File: src/rtl/bram_stream_reader.sv
// Reads a run of consecutive 32-bit words through a native BRAM initiator port
// and presents them on a valid/ready stream with a last marker.
module bram_stream_reader #(
  parameter int ADDR_W     = 14,
  parameter int DATA_W     = 32,
  parameter int RD_LAT     = 1,
  parameter int FIFO_DEPTH = 4
) (
  input  logic              clk,
  input  logic              reset,
  input  logic              start,
  input  logic              abort,
  input  logic [ADDR_W-3:0] base_word,
  input  logic [ADDR_W-2:0] num_words,
  output logic              busy,
  output logic              done,
  output logic              aborted,
  output logic              bram_en,
  output logic [3:0]        bram_we,
  output logic [ADDR_W-1:0] bram_addr,
  output logic [DATA_W-1:0] bram_din,
  input  logic [DATA_W-1:0] bram_dout,
  output logic [DATA_W-1:0] m_tdata,
  output logic              m_tvalid,
  input  logic              m_tready,
  output logic              m_tlast
);
  localparam int WI_W  = ADDR_W - 2;
  localparam int REM_W = ADDR_W - 1;
  localparam int PTR_W = (FIFO_DEPTH > 1) ? $clog2(FIFO_DEPTH) : 1;
  localparam int CNT_W = $clog2(FIFO_DEPTH + 1);
  localparam int OCC_W = CNT_W + 1;

  typedef enum logic [2:0] {IDLE, READ, DRAIN, FIN, FLUSH} state_t;

  state_t            state;
  logic [WI_W-1:0]   word_idx;
  logic [REM_W-1:0]  remaining;
  logic [1:0]        flush_cnt;
  logic [RD_LAT-1:0] rd_vld_p;
  logic [RD_LAT-1:0] rd_lst_p;
  logic [DATA_W-1:0] fifo_data [FIFO_DEPTH];
  logic              fifo_last [FIFO_DEPTH];
  logic [PTR_W-1:0]  wr_ptr;
  logic [PTR_W-1:0]  rd_ptr;
  logic [CNT_W-1:0]  fifo_cnt;
  logic [OCC_W-1:0]  inflight;
  logic [OCC_W-1:0]  occ;
  logic              issue;
  logic              push;
  logic              pop;
  logic              abort_hit;
  logic              head_last;

  function automatic logic [PTR_W-1:0] ptr_next(input logic [PTR_W-1:0] p);
    return (p == PTR_W'(FIFO_DEPTH - 1)) ? '0 : p + PTR_W'(1);
  endfunction

  // Issue stage: a read is granted only when its word is guaranteed a FIFO slot
  always_comb begin
    inflight = '0;
    for (int i = 0; i < RD_LAT; i++) inflight = inflight + OCC_W'(rd_vld_p[i]);
    occ       = OCC_W'(fifo_cnt) + inflight;
    abort_hit = abort && (state == READ || state == DRAIN);
    issue     = (state == READ) && !abort && (remaining != '0) &&
                (occ < OCC_W'(FIFO_DEPTH));
    push      = rd_vld_p[RD_LAT-1] && (state != FLUSH);
    m_tvalid  = (fifo_cnt != '0);
    pop       = m_tvalid && m_tready;
    head_last = fifo_last[rd_ptr];
    m_tdata   = m_tvalid ? fifo_data[rd_ptr] : '0;
    m_tlast   = m_tvalid && head_last;
  end

  assign bram_en   = issue;
  assign bram_addr = {word_idx, 2'b00};
  assign bram_we   = '0;
  assign bram_din  = '0;

  always_ff @(posedge clk or posedge reset) begin
    if (reset) begin
      state     <= IDLE;
      busy      <= 1'b0;
      done      <= 1'b0;
      aborted   <= 1'b0;
      word_idx  <= '0;
      remaining <= '0;
      flush_cnt <= '0;
    end else begin
      done    <= 1'b0;
      aborted <= 1'b0;
      case (state)
        IDLE: if (start) begin
          word_idx  <= base_word;
          remaining <= num_words;
          busy      <= 1'b1;
          state     <= (num_words == '0) ? FIN : READ;
        end
        READ: if (abort) begin
          flush_cnt <= '0;
          state     <= FLUSH;
        end else if (issue) begin
          word_idx  <= word_idx + WI_W'(1);
          remaining <= remaining - REM_W'(1);
          if (remaining == REM_W'(1)) state <= DRAIN;
        end
        DRAIN: if (abort) begin
          flush_cnt <= '0;
          state     <= FLUSH;
        end else if (pop && head_last) begin
          // done must follow the tlast handshake by exactly one cycle
          done  <= 1'b1;
          busy  <= 1'b0;
          state <= IDLE;
        end
        FIN: begin
          done  <= 1'b1;
          busy  <= 1'b0;
          state <= IDLE;
        end
        FLUSH: if (flush_cnt == 2'(RD_LAT - 1)) begin
          aborted <= 1'b1;
          busy    <= 1'b0;
          state   <= IDLE;
        end else begin
          flush_cnt <= flush_cnt + 2'd1;
        end
        default: state <= IDLE;
      endcase
    end
  end

  // Return stage: in-flight valid bits emerge RD_LAT cycles after bram_en
  always_ff @(posedge clk or posedge reset) begin
    if (reset) begin
      rd_vld_p <= '0;
      wr_ptr   <= '0;
      rd_ptr   <= '0;
      fifo_cnt <= '0;
    end else begin
      rd_vld_p <= (rd_vld_p << 1) | RD_LAT'(issue);
      if (abort_hit) begin
        wr_ptr   <= '0;
        rd_ptr   <= '0;
        fifo_cnt <= '0;
      end else begin
        if (push) wr_ptr <= ptr_next(wr_ptr);
        if (pop)  rd_ptr <= ptr_next(rd_ptr);
        fifo_cnt <= fifo_cnt + CNT_W'(push) - CNT_W'(pop);
      end
    end
  end

  // FIFO stage: payload storage, qualified entirely by the control above
  always_ff @(posedge clk) begin
    rd_lst_p <= (rd_lst_p << 1) | RD_LAT'(issue && (remaining == REM_W'(1)));
    if (push) begin
      fifo_data[wr_ptr] <= bram_dout;
      fifo_last[wr_ptr] <= rd_lst_p[RD_LAT-1];
    end
  end

endmodule
File: config.mk
export PLATFORM = sky130hd
export DESIGN_NAME = bram_stream_reader
export DESIGN_NICKNAME = d
export VERILOG_FILES = /design/src/rtl/bram_stream_reader.sv
export SDC_FILE = /design/constraint.sdc
export NUM_CORES = 1
export LEC_CHECK = 0
export BUFFER_PORTS_ARGS = -buffer_cell sky130_fd_sc_hd__buf_2
export CORE_UTILIZATION = 50
export CTS_CLUSTER_DIAMETER = 30
export DETAILED_ROUTE_END_ITERATION = 7
export GPL_ROUTABILITY_DRIVEN = 0
export PLACE_DENSITY = 0.73
export SYNTH_ARGS = -nofsm -noshare
export SYNTH_HDL_FRONTEND = slang
export SYNTH_SLANG_ARGS = --single-unit
File: constraint.sdc
create_clock -name clk -period 4.35 [get_ports clk]
set_clock_uncertainty 0.05 [all_clocks]
set_input_delay 0.435 -clock clk [delete_from_list [all_inputs] [get_ports clk]]
set_output_delay 0.435 -clock clk [all_outputs]
set_load 0.05 [all_outputs]
Yosys cells after proc, flatten, opt, wreduce, memory -nomap -nowiden. Memories as Yosys holds them, arrays and structs flattened. Cells that the tools add are included.

RAM bits: 132. Bits in registers: 42. Output and inout bits: 88. Logic and storage cells: 108. Input port bits: 62. Memories kept: 2.

Memories: fifo_data (depth 4, bits a word 32, read ports 1, clocked after Yosys merged registers in 0, wr ports 1, line 42) `logic [DATA_W-1:0] fifo_data [FIFO_DEPTH];`; fifo_last (depth 4, bits a word 1, read ports 1, clocked after Yosys merged registers in 0, wr ports 1, line 43) `logic fifo_last [FIFO_DEPTH];`.

Reductions and logical operators: 26. $lt $le $gt $ge: 1. Eq/ne operators: 19. $add $sub $neg: 8. Mux-type cells: 40.

Operators with widths (number): 13-bit two-way mux (3); 12-bit two-way mux (3); 32-bit two-way mux (1); 13-bit one-hot mux with 2 select lines (1); 3-bit two-way mux (8); 12-bit one-hot mux with 2 select lines (1); 2-bit two-way mux (9); 13-bit by 1-bit == test with 1-bit output, second input constant (1); 13-bit logical NOT (1); 13-bit nonzero test (1); 13-bit by 1-bit subtractor with 13-bit output, second input constant (1); 12-bit by 1-bit adder with 12-bit output, second input constant (1); 2-bit inequality test, second input constant (6); 3-bit one-hot mux with 4 select lines (1); 1-bit two-way mux (10); 5-bit AND reduction (2); 1-bit logical AND (9); 2-bit nonzero test (4); 2-bit by 1-bit adder with 2-bit output, second input constant (3); 3-bit by 2-bit == test with 1-bit output, second input constant (2); 3-bit by 2-bit inequality test with 1-bit output, second input constant (2); 3-bit inequality test, second input constant (2); 3-bit by 1-bit adder with 4-bit output (1); 2-bit == test, second input constant (2); other kinds (18) (19).

Depth between registers and ports, before layout.
Word-level depth: 7. Mapped depth: 11. Mapped depth without buffers: 10.

Least setup slack after synthesis. OpenSTA, ideal clock, no wires.

Path kind: register to output. Start point: register rd_ptr[0]. End point: output m_tdata[10]. Path buffers: 2. Cell stages (with the launch flop): 5. Slack: 1.987 ns. Data arrival time: 1.878 ns. Path through: dfrtp_1 clkbuf_1 buf_2 mux4_2 and2_1.

Cells in the longest elaborated chain, start to end: 2.

Ends and longest elaborated chain: start: declaration (line 45) `logic [PTR_W-1:0] rd_ptr;`; start signal: assignment (line 148) `if (pop) rd_ptr <= ptr_next(rd_ptr);`; memory read 4 x 32 bit; 32-bit two-way mux (line 71) `m_tdata = m_tvalid ? fifo_data[rd_ptr] : '0;`; end: declaration (line 23) `output logic [DATA_W-1:0] m_tdata,`.

Every way passes these cells.

Final worst setup path.
Start point: register remaining[6]. End point: output bram_en.

Cells in the longest elaborated chain, start to end: 3.

Ends and longest elaborated chain: start: declaration (line 38) `logic [REM_W-1:0] remaining;`; start signal: assignment (line 95) `remaining <= num_words;`; start signal: assignment (line 104) `remaining <= remaining - REM_W'(1);`; 13-bit nonzero test (line 65) `issue = (state == READ) && !abort && (remaining != '0) &&`; 1-bit logical AND (2 in a row) (line 65); end: declaration (line 18) `output logic bram_en,`.

Every way passes these cells.

==> results_dict.tcl <==
set metrics [dict create \
    outcome "complete, no violations" \
    grt_max_degree 42 \
    worst_hold_path_type "in2async" \
    drt_wl_total_um 14900 \
    crit_start "remaining[6]" \
    peakVddDrop_uv 367 \
    htree_levels 4 \
    cts_tree "yes" \
    drc 0 \
    path_clk_slew_ns 0.07 \
    grt_pass1_wl_um 23900 \
    synth.top_cell.area_share_pct 50.5 \
    min_period_over_period_pct 75.4 \
    p_total_mw 6.42 \
    antenna_found_initial 1 \
    cts_sinks 174 \
    synth_seq_cells 174 \
    crit_end "bram_en" \
    synthDistinctLibCells 61 \
    critPathLaunchType "flip-flop" \
    synthFlopType "edfxtp_1" \
    rr_worst_depth 10 \
    cp_data_arrival_time_ns 2.80 \
    port_buffers 111 \
    vias 4798 \
    yosys_warnings 0 \
    drive_gt1_share_pct 27.1 \
    ant_nets 0 \
    setup_slack_ns 1.07 \
    synth_top_cell_by_area "edfxtp_1" \
    relSlewSlack_pct 28.8 \
    end_kind "output pin" \
    numCtsBuffers 17 \
    async_reset_ff_share_pct 23.6 \
    area_growth_pct 13.7 \
    hold_buffers 0 \
    hold_viol 0 \
    n_fill_cell 1198 \
    synth_commonest_cells "132 x edfxtp_1, 41 x dfrtp_1, 39 x buf_4" \
    core_area_um2 15300 \
    wl_per_cell_um 16.9 \
    p_per_area_nw_per_um2 720 \
    die_h_um 127 \
    rsz0062_at_grt "false" \
    dp_hpwl_um 9900 \
    rows 45 \
    regArea_um2 5010 \
    grt_overflow 0 \
    synth_edf_count 132 \
    tightest_slew_ns 1.07 \
    leakagePower_nw 3.39 \
    drtIter0Drc 304 \
    finalCriticalPeriod_ns 3.28 \
    avgViaCountPerCell 5.45 \
    yosys-top-cells-area "edfxtp_1 51%, dfrtp_1 13%, mux4_2 9.5%" \
    max_freq_mhz 305 \
    worstPathRequired_ns 3.87 \
    pin_count 150 \
    place_inst 850 \
    grt_usage_pct 19.6 \
    ys_seq_area_share_pct 63.8 \
    critPathMaxFanout 11 \
    r2r_slack_ns 1.36 \
    crit_type "reg2out" \
    fp.dieArea_um2 16200 \
    worstReg2RegStart "fifo_cnt[1]" \
    postCtsSetupBuffers 0 \
    multi_input_area_um2 2520 \
    grt_pass1_vias 4779 \
    netlist_area_um2 7850 \
    tns_ns 0 \
    yosys.cell_count.top_type "edfxtp_1" \
    clk_latency_ns 0.43 \
    maxSlewViolCount 0 \
    netlist_instances 552 \
    setup_viol 0 \
    start_util_pct 51.4 \
    cts_resized 0 \
    nets 734 \
    synth_area_per_cell_um2 14.2 \
    root_buffer "clkbuf_16" \
    timing.rr.end "fifo_cnt[2]" \
    drt-pass1-iter-count 4 \
    clockBufferDepth 2 \
    stdcell_count 880 \
    pre_cts_slack_ns 1.35 \
    drv_cap 0 \
    die_x_um 127 \
]
layout by cell type, fill, tap and decap left out, drive strengths merged, types with 2 or more instances in the layout:
cell / count
nand4: 2
o22a: 2
ha: 13
a21oi: 24
edfxtp: 132
nor3: 11
inv: 17
nor4: 4
mux4: 33
and2: 36
conb: 38
or3: 3
clkinv: 8
and3: 11
dfrtp: 41
or4: 2
nand3: 10
a2bb2oi: 3
nand2: 33
buf: 115
clkbuf: 19
mux2i: 2
o311ai: 3
o21ai: 22
nor2b: 5
nor2: 37
o211ai: 4
o22ai: 6
a31oi: 6
report_power, final:
group	switching (mW)	internal (mW)
Combinational	1.90	0.904
Clock	0.568	0.707
Sequential	0.294	2.05
Total	2.76	3.66
area by class of cell:
| cell class | instances | area share (%) |
|---|---|---|
| antenna | 1 | 0.0280 |
| timing repair buffer | 115 | 6.56 |
| clock buffer | 19 | 4.85 |
| clock inverter | 10 | 0.575 |
| sequential | 174 | 56.1 |
| tap | 211 | 2.96 |
| inverter | 16 | 0.673 |
| multi-input combinational | 334 | 28.2 |
metrics by stage:
stage	util, %	hold slack [ns]	cell area (um2)
floorplan	-	0.388	7990
global placement	55.3	0.400	8440
finish	58.5	0.0888	8920
detailed placement	55.3	0.408	8440
CTS	58.5	0.101	8920
global route	58.5	0.133	8920
registers in the layout (all words and copies together) (netlist names), 2 cells and up:
name and flops:
fifo_data 128, remaining 13, word_idx 12, fifo_last 4, fifo_cnt 3, state 3
flush_cnt 2, rd_ptr 2, wr_ptr 2
layer usage:
layer	vias up	track usage [%]	routed length [um]
met5	-	0	0
met4	0	6.51	165
met3	16	5.28	851
met2	163	34.6	7740
met1	2399	23.3	6110
li1	2220	-	-
critical path, stage by stage (launching register included):
cell	delay (ns)
dfrtp_1	0.42
or3_4	0.43
nor4b_4	0.42
nand4_2	0.22
nand2_1	0.37
inv_1	0.24
buf_2	0.27
worst min-delay path by stage:
stage | startpoint | endpoint | depth (start not counted)
floorplan | rd_lst_p | fifo_last[0] | 0
global placement | rd_lst_p | fifo_last[0] | 0
detailed placement | rd_lst_p | fifo_last[2] | 0
CTS | reset | word_idx[9] | 3
global route | reset | word_idx[9] | 3
finish | reset | word_idx[9] | 3
cells by family after synthesis:
| family | synth area share, % |
|---|---|
| muxes | 9.87 |
| and+or+nand+nor | 10.8 |
| adders and majority gates | 2.33 |
| AOI/OAI and AO/OA | 6.95 |
| buffers and inverters | 5.92 |
| other | 0.0478 |
| xor gates and xnor gates | 0.223 |
| DFF | 63.8 |
Note: power is estimated with default switching activity, not from simulation.
